==> config.mk <==
export PLATFORM = sky130hd
export DESIGN_NAME = uart_rx_os
export DESIGN_NICKNAME = d
export VERILOG_FILES = /design/src/rtl/uart_pkg.sv /design/src/rtl/uart_baud_tick.sv /design/src/rtl/uart_rx_os.sv
export SDC_FILE = /design/constraint.sdc
export NUM_CORES = 1
export LEC_CHECK = 0
export CORE_ASPECT_RATIO = 0.7
export CORE_MARGIN = 4
export CORE_UTILIZATION = 50
export CTS_BUF_LIST = sky130_fd_sc_hd__clkbuf_4 sky130_fd_sc_hd__clkbuf_8 sky130_fd_sc_hd__clkbuf_16
export DETAILED_ROUTE_END_ITERATION = 16
export PLACE_DENSITY_LB_ADDON = 0.15
export RECOVER_POWER = 100
export SLEW_MARGIN = 10
export SYNTH_ARGS = -nofsm -noshare
export SYNTH_HDL_FRONTEND = slang
export SYNTH_SLANG_ARGS = --single-unit
==> constraint.sdc <==
create_clock -name clk -period 3.8 [get_ports clk]
set_input_delay 0.76 -clock clk [delete_from_list [all_inputs] [get_ports clk]]
set_output_delay 0.76 -clock clk [all_outputs]
set_load 0.01 [all_outputs]
==> src/rtl/uart_pkg.sv <==
// uart_pkg: shared types and constants for the oversampling UART receiver
// and its baud tick generator.
package uart_pkg;

    localparam int OS_RATE    = 16;
    localparam int SAMPLE_MID = 8;

    typedef enum logic [1:0] {
        PAR_NONE = 2'd0,
        PAR_EVEN = 2'd1,
        PAR_ODD  = 2'd2
    } parity_e;

    // Receiver FSM encoding, kept as plain constants for legacy tooling.
    typedef logic [2:0] state_t;
    localparam state_t ST_IDLE      = 3'd0;
    localparam state_t ST_START     = 3'd1;
    localparam state_t ST_DATA      = 3'd2;
    localparam state_t ST_PARITY    = 3'd3;
    localparam state_t ST_STOP      = 3'd4;
    localparam state_t ST_WAIT_IDLE = 3'd5;

    // cfg_parity code 3 is reserved and behaves as no parity.
    function automatic parity_e decode_parity(input logic [1:0] cfg);
        case (cfg)
            2'd1:    return PAR_EVEN;
            2'd2:    return PAR_ODD;
            default: return PAR_NONE;
        endcase
    endfunction

endpackage

==> src/rtl/uart_baud_tick.sv <==
// uart_baud_tick: oversample tick generator, one-cycle tick every max(div,1)
// clocks; rephase restarts the period so the first tick lands one period later.
module uart_baud_tick #(
    parameter int DIV_W = 16
) (
    input  logic             clk,
    input  logic             rst_n,
    input  logic [DIV_W-1:0] div,
    input  logic             rephase,
    output logic             tick
);

    logic [DIV_W-1:0] cnt;
    logic [DIV_W-1:0] reload;

    // A divisor of 0 behaves as 1: reload 0 gives a tick every cycle.
    assign reload = (div == '0) ? '0 : div - DIV_W'(1);
    assign tick   = (cnt == '0) && !rephase;

    // NOTE: sequential state is always assigned with <=, so every flop samples
    // the pre-edge value of every other flop regardless of statement order.
    always_ff @(posedge clk or negedge rst_n) begin
        if (!rst_n) begin
            cnt <= '0;
        end else if (rephase || cnt == '0) begin
            cnt <= reload;
        end else begin
            cnt <= cnt - DIV_W'(1);
        end
    end

endmodule

==> src/rtl/uart_rx_os.sv <==
// uart_rx_os: 16x oversampling UART receiver with 3-sample majority vote,
// parity/stop checking and a valid/ready holding register.
// Define UART_RX_BREAK_DET_EN to add the brk_det break-detect output.
module uart_rx_os
    import uart_pkg::*;
#(
    parameter int DATA_W  = 8,
    parameter int DIV_W   = 16,
    parameter int OS_RATE = 16
) (
    input  logic              clk,
    input  logic              rst_n,
    input  logic              rx_in,
    input  logic [DIV_W-1:0]  cfg_div,
    input  logic [1:0]        cfg_parity,
    input  logic              cfg_stop2,
    output logic [DATA_W-1:0] rx_data,
    output logic              rx_valid,
    input  logic              rx_ready,
    output logic              err_frame,
    output logic              err_parity,
    output logic              err_overrun,
    output logic              busy
`ifdef UART_RX_BREAK_DET_EN
    ,
    output logic              brk_det
`endif
);

    localparam int              OS_W      = $clog2(OS_RATE);
    localparam logic [OS_W-1:0] SMP_A     = OS_W'(SAMPLE_MID - 2);
    localparam logic [OS_W-1:0] SMP_B     = OS_W'(SAMPLE_MID - 1);
    localparam logic [OS_W-1:0] SMP_DEC   = OS_W'(SAMPLE_MID);
    localparam logic [OS_W-1:0] BIT_END   = OS_W'(OS_RATE - 1);
    localparam logic [3:0]      LAST_DATA = 4'(DATA_W - 1);

    logic              rx_meta, rx_s;
    state_t            state;
    logic [OS_W-1:0]   os_cnt;
    logic [3:0]        bit_cnt;
    logic [1:0]        smp;
    logic [DATA_W-1:0] shreg;
    logic [DIV_W-1:0]  div_q, tick_div;
    parity_e           par_q;
    logic              stop2_q, stop_idx, stop_err_q, par_bit_q;
    logic              tick, start_det, maj, at_dec, at_end, last_stop;
    logic              complete, frame_err, par_err, brk, deliver, overrun;

    // NOTE: synchroniser flops reset to the idle line level (1) so leaving
    // reset never looks like a start bit.
    always_ff @(posedge clk or negedge rst_n) begin
        if (!rst_n) begin
            rx_meta <= 1'b1;
            rx_s    <= 1'b1;
        end else begin
            rx_meta <= rx_in;
            rx_s    <= rx_meta;
        end
    end

    // Free-runs on the live divisor while idle; locked to the frame's divisor after.
    assign start_det = (state == ST_IDLE) && !rx_s;
    assign tick_div  = (state == ST_IDLE) ? cfg_div : div_q;

    uart_baud_tick #(.DIV_W(DIV_W)) u_tick (
        .clk     (clk),
        .rst_n   (rst_n),
        .div     (tick_div),
        .rephase (start_det),
        .tick    (tick)
    );

    assign maj       = (smp[1] & smp[0]) | (smp[1] & rx_s) | (smp[0] & rx_s);
    assign at_dec    = tick && (os_cnt == SMP_DEC);
    assign at_end    = tick && (os_cnt == BIT_END);
    assign last_stop = !stop2_q || stop_idx;
    assign complete  = (state == ST_STOP) && at_dec && last_stop;
    assign frame_err = stop_err_q | ~maj;
    assign par_err   = (par_q != PAR_NONE) &&
                       (((^shreg) ^ par_bit_q) != (par_q == PAR_ODD));

`ifdef UART_RX_BREAK_DET_EN
    assign brk = complete && (shreg == '0) && !maj &&
                 ((par_q == PAR_NONE) || !par_bit_q);
`else
    assign brk = 1'b0;
`endif

    assign deliver = complete && !brk && (!rx_valid || rx_ready);
    assign overrun = complete && !brk && rx_valid && !rx_ready;
    assign busy    = (state != ST_IDLE);

    always_ff @(posedge clk or negedge rst_n) begin
        if (!rst_n) begin
            state      <= ST_IDLE;
            os_cnt     <= '0;
            bit_cnt    <= '0;
            smp        <= 2'b11;
            shreg      <= '0;
            div_q      <= '0;
            par_q      <= PAR_NONE;
            stop2_q    <= 1'b0;
            stop_idx   <= 1'b0;
            stop_err_q <= 1'b0;
            par_bit_q  <= 1'b0;
        end else begin
            case (state)
                ST_IDLE: begin
                    if (!rx_s) begin
                        state      <= ST_START;
                        os_cnt     <= '0;
                        bit_cnt    <= '0;
                        div_q      <= cfg_div;
                        par_q      <= decode_parity(cfg_parity);
                        stop2_q    <= cfg_stop2;
                        stop_idx   <= 1'b0;
                        stop_err_q <= 1'b0;
                    end
                end
                ST_WAIT_IDLE: begin
                    if (rx_s) state <= ST_IDLE;
                end
                ST_START, ST_DATA, ST_PARITY, ST_STOP: begin
                    if (tick) begin
                        os_cnt <= os_cnt + OS_W'(1);
                        if (os_cnt == SMP_A) smp[1] <= rx_s;
                        if (os_cnt == SMP_B) smp[0] <= rx_s;
                        case (state)
                            ST_START: begin
                                if (at_dec && maj) state <= ST_IDLE;
                                else if (at_end)   state <= ST_DATA;
                            end
                            ST_DATA: begin
                                if (at_dec) shreg <= {maj, shreg[DATA_W-1:1]};
                                if (at_end) begin
                                    if (bit_cnt == LAST_DATA) begin
                                        bit_cnt <= '0;
                                        state   <= (par_q == PAR_NONE) ? ST_STOP : ST_PARITY;
                                    end else begin
                                        bit_cnt <= bit_cnt + 4'd1;
                                    end
                                end
                            end
                            ST_PARITY: begin
                                if (at_dec) par_bit_q <= maj;
                                if (at_end) state <= ST_STOP;
                            end
                            ST_STOP: begin
                                // Completing mid-bit re-arms the receiver half a bit early.
                                if (complete) begin
                                    state <= frame_err ? ST_WAIT_IDLE : ST_IDLE;
                                end else begin
                                    if (at_dec) stop_err_q <= stop_err_q | ~maj;
                                    if (at_end) stop_idx <= 1'b1;
                                end
                            end
                            default: ;
                        endcase
                    end
                end
                default: state <= ST_IDLE;
            endcase
        end
    end

    always_ff @(posedge clk or negedge rst_n) begin
        if (!rst_n) begin
            rx_data     <= '0;
            rx_valid    <= 1'b0;
            err_frame   <= 1'b0;
            err_parity  <= 1'b0;
            err_overrun <= 1'b0;
        end else begin
            err_overrun <= overrun;
            if (deliver) begin
                rx_data    <= shreg;
                err_frame  <= frame_err;
                err_parity <= par_err;
                rx_valid   <= 1'b1;
            end else if (rx_valid && rx_ready) begin
                rx_valid <= 1'b0;
            end
        end
    end

`ifdef UART_RX_BREAK_DET_EN
    always_ff @(posedge clk or negedge rst_n) begin
        if (!rst_n) brk_det <= 1'b0;
        else        brk_det <= brk;
    end
`endif

endmodule
==> impl_metrics.py <==
metrics = {
    "cts": {
        "tritoncts": "done",
        "cts_buffers": 9,
        "clock_sinks": 73,
        "post_cts_buffers": 0,
        "postCtsHoldBufs": 0,
        "cts.path.max_buffers": 2,
        "htreeDepth": 3,
        "clkTransAtPathRegs_ns": 0.06,
        "post_cts_resized": 0,
        "cts-root-buf": "clkbuf_16",
        "insertion_delay_ns": 0.34,
    },
    "synth": {
        "yosys_warnings": 0,
        "ys_seq_area_frac": 0.436,
        "syn_area_per_cell_um2": 9.96,
        "synth_cell_types": 53,
        "synth_edf_count": 0,
        "ys_seq_elements": 73,
        "synthCells": 422,
        "async_flop_share": 1.00,
        "synth_area_mm2": 0.00420,
        "syn_nets": 453,
        "synthFlopType": "dfrtp_1",
    },
    "power": {
        "peakVddDrop_mv": 0.293,
        "p_leak_nw": 2.05,
        "total_power_w": 0.00207,
        "p_per_area_mw_per_mm2": 416,
    },
    "drt": {
        "drcViolationCount": 0,
        "postRouteWirelength_um": 9480,
        "dr_total_vias": 3355,
        "routed.top_layer": "met4",
        "drt-pass1-iter-count": 4,
        "viasPerCell": 5.95,
        "wl_met2_um": 3930,
        "met3_length_um": 529,
        "wl_per_cell_um": 16.8,
        "ant_nets": 0,
        "drt_iter0_drc": 254,
        "drt-met1-wl_um": 4910,
    },
    "worst_setup_path": {
        "worstSetupEndpointType": "output port",
        "worst-setup-path-type": "flip-flop to output port",
        "crit_fanout": 23,
        "crit_family": "buffers and inverters",
        "path_cells": "nor3_4, clkbuf_2, inv_2, buf_4, clkdlybuf4s50_1",
        "slowest_delay_ns": 0.55,
        "cp_num_buf_inv": 4,
        "cp-start-kind": "flip-flop",
        "worstPathRequired_ns": 3.04,
        "cp_slowest_cell": "dfrtp_1",
        "cp.arrival_ns": 2.59,
    },
    "die": {
        "core_area_mm2": 0.00801,
        "die_y_um": 84.7,
        "die_x_um": 118,
        "num_io_pins": 36,
        "initial_core_util": 0.525,
        "rows": 27,
        "die_area_mm2": 0.00996,
    },
    "min_path": {
        "timing.hold.worst.class": "flip-flop to flip-flop",
    },
    "layout": {
        "area.growth.synth_to_final_pct": 18.2,
        "register_area_mm2": 0.00183,
        "fillCellCount": 697,
        "multi_input_area_mm2": 0.00228,
        "instances_no_fill": 564,
        "fin_util": 0.621,
        "layout-drive-gt1-share": 0.153,
        "n_antenna_cell": 0,
        "nNetsFinal": 489,
    },
    "placement": {
        "dp_slack_ns": 0.368,
        "placed_cells": 548,
        "port_buffers": 35,
        "dp_hpwl_um": 6810,
        "gp_congestion": 0.829,
    },
    "global_route": {
        "grt_overflow": 0,
        "grtUsageTotal": 0.202,
        "antenna_found_initial": 0,
        "grt_pass1_vias": 3239,
        "grt_pass1_wl_um": 16200,
        "grt_start_max_net_pins": 74,
    },
    "sta": {
        "setup_viol": 0,
        "slew_violations": 74,
        "max_freq_ghz": 0.298,
        "period_needed_ns": 3.35,
        "finalHoldViolations": 0,
        "rsz0062_at_grt": "false",
        "fin_tns_setup_ns": 0,
        "finalCritPeriodShare": 0.883,
        "worstMarginPinSlew_ns": 1.81,
        "slew_headroom": -0.206,
        "fin_skew_ns": 0.00651,
        "timing.final.ws_setup_ns": 0.446,
    },
    "job": {
        "cap_violations": 1,
    },
    "status": {
        "violations": "capacitance limit, slew limit",
        "status": "complete, but fails checks",
    },
}
[final cells by class]
class,count,share of cell area
sequential,73,0.369
timing repair buffer,43,0.0788
tap,101,0.0254
clock inverter,7,0.0191
inverter,6,0.00453
multi-input combinational,325,0.458
clock buffer,9,0.0453
[state kept, by name, indices dropped and copies added (netlist names), 2 cells and up]
name / flops
state: 3
smp: 2
shreg: 8
div_q: 16
u_tick.cnt: 16
par_q: 2
rx_data: 8
bit_cnt: 4
os_cnt: 4
[worst paths after layout]
path / from / end / slack [ns] / cells past startpoint
max: state[0]$_DFFE_PN0P_ / busy / 0.45 / 5
min: rx_meta$_DFF_PN1_ / rx_s$_DFF_PN1_ / 0.36 / 0
max reg2reg: state[0]$_DFFE_PN0P_ / u_tick.cnt[15]$_DFF_PN0_ / 0.49 / 7
min reg2reg: rx_meta$_DFF_PN1_ / rx_s$_DFF_PN1_ / 0.36 / 0
max in group asynchronous: rst_n / u_tick.cnt[3]$_DFF_PN0_ / 1.82 / 1
min in group asynchronous: rst_n / stop_err_q$_DFFE_PN0P_ / 0.92 / 1
[through the flow]
step                hold slack, ns  instance area [um2]
finish                       0.361                 4970
global placement             0.347                 4670
CTS                          0.364                 4990
global route                 0.364                 4970
floorplan                    0.345                 4200
detailed placement           0.356                 4670
[logic make-up (layout without fill, tap and decap cells)]
kind of cell             after synthesis  count (layout)  synth area share
adder cells (fa/ha/maj)                9               9            0.0262
AO/OA/AOI/OAI                         76              76             0.115
AND/OR/NAND/NOR                      155             155             0.198
multiplexers                          53              53             0.137
XOR/XNOR                              32              32            0.0667
buffers and inverters                 24              65            0.0214
flip-flops                            73              73             0.436
[routing by layer]
| metal | vias up | GRT usage |
|---|---|---|
| li1 | 1619 | - |
| met1 | 1638 | 0.295 |
| met2 | 85 | 0.284 |
| met3 | 13 | 0.0673 |
| met4 | 0 | 0.0596 |
| met5 | - | 0 |
[synth_stat cells, types with 3 or more instances]
library cell / number / area share
nand2b_1: 9 / 0.013
xnor2_1: 19 / 0.040
nor3_1: 16 / 0.019
mux2_2: 38 / 0.10
or4_1: 6 / 0.011
nor3b_1: 5 / 0.0089
o31ai_1: 3 / 0.0054
or3_1: 4 / 0.0060
dfstp_2: 4 / 0.025
nand2_1: 31 / 0.028
a21oi_1: 13 / 0.015
nand4_1: 3 / 0.0045
clkbuf_1: 18 / 0.016
and3_1: 3 / 0.0045
nor4_1: 11 / 0.016
mux2i_1: 15 / 0.036
inv_1: 5 / 0.0045
a31oi_1: 5 / 0.0074
nor2_1: 32 / 0.029
a211oi_1: 4 / 0.0071
dfrtp_1: 69 / 0.41
nand4b_1: 4 / 0.0083
o21ai_0: 26 / 0.031
xor2_1: 13 / 0.027
nand3_1: 16 / 0.019
ha_1: 8 / 0.024
o22ai_1: 6 / 0.0089
[where the power goes]
part	internal, W	switching, W
Clock	0.000574	0.000335
Combinational	0.000118	0.000116
Sequential	0.000851	0.0000738
Total	0.00154	0.000525
[cells in the final DEF, fill, tap and decap left out, types with 4 or more instances in the layout]
| cell | instances |
|---|---|
| dfrtp_1 | 69 |
| mux2_2 | 37 |
| nor2_1 | 32 |
| nand2_1 | 31 |
| o21ai_0 | 26 |
| clkdlybuf4s50_1 | 21 |
| xnor2_1 | 19 |
| nor3_1 | 17 |
| nand3_1 | 16 |
| mux2i_1 | 15 |
| a21oi_1 | 13 |
| xor2_1 | 13 |
| dlygate4sd3_1 | 13 |
| nor4_1 | 11 |
| nand2b_1 | 9 |
| clkbuf_16 | 9 |
| ha_1 | 8 |
| or4_1 | 6 |
| o22ai_1 | 6 |
| inv_1 | 5 |
| nor3b_1 | 5 |
| a31oi_1 | 5 |
| or3_1 | 4 |
| nand4b_1 | 4 |
| a211oi_1 | 4 |
| buf_4 | 4 |
| dfstp_2 | 4 |
Power figures use the tool's default switching activity.
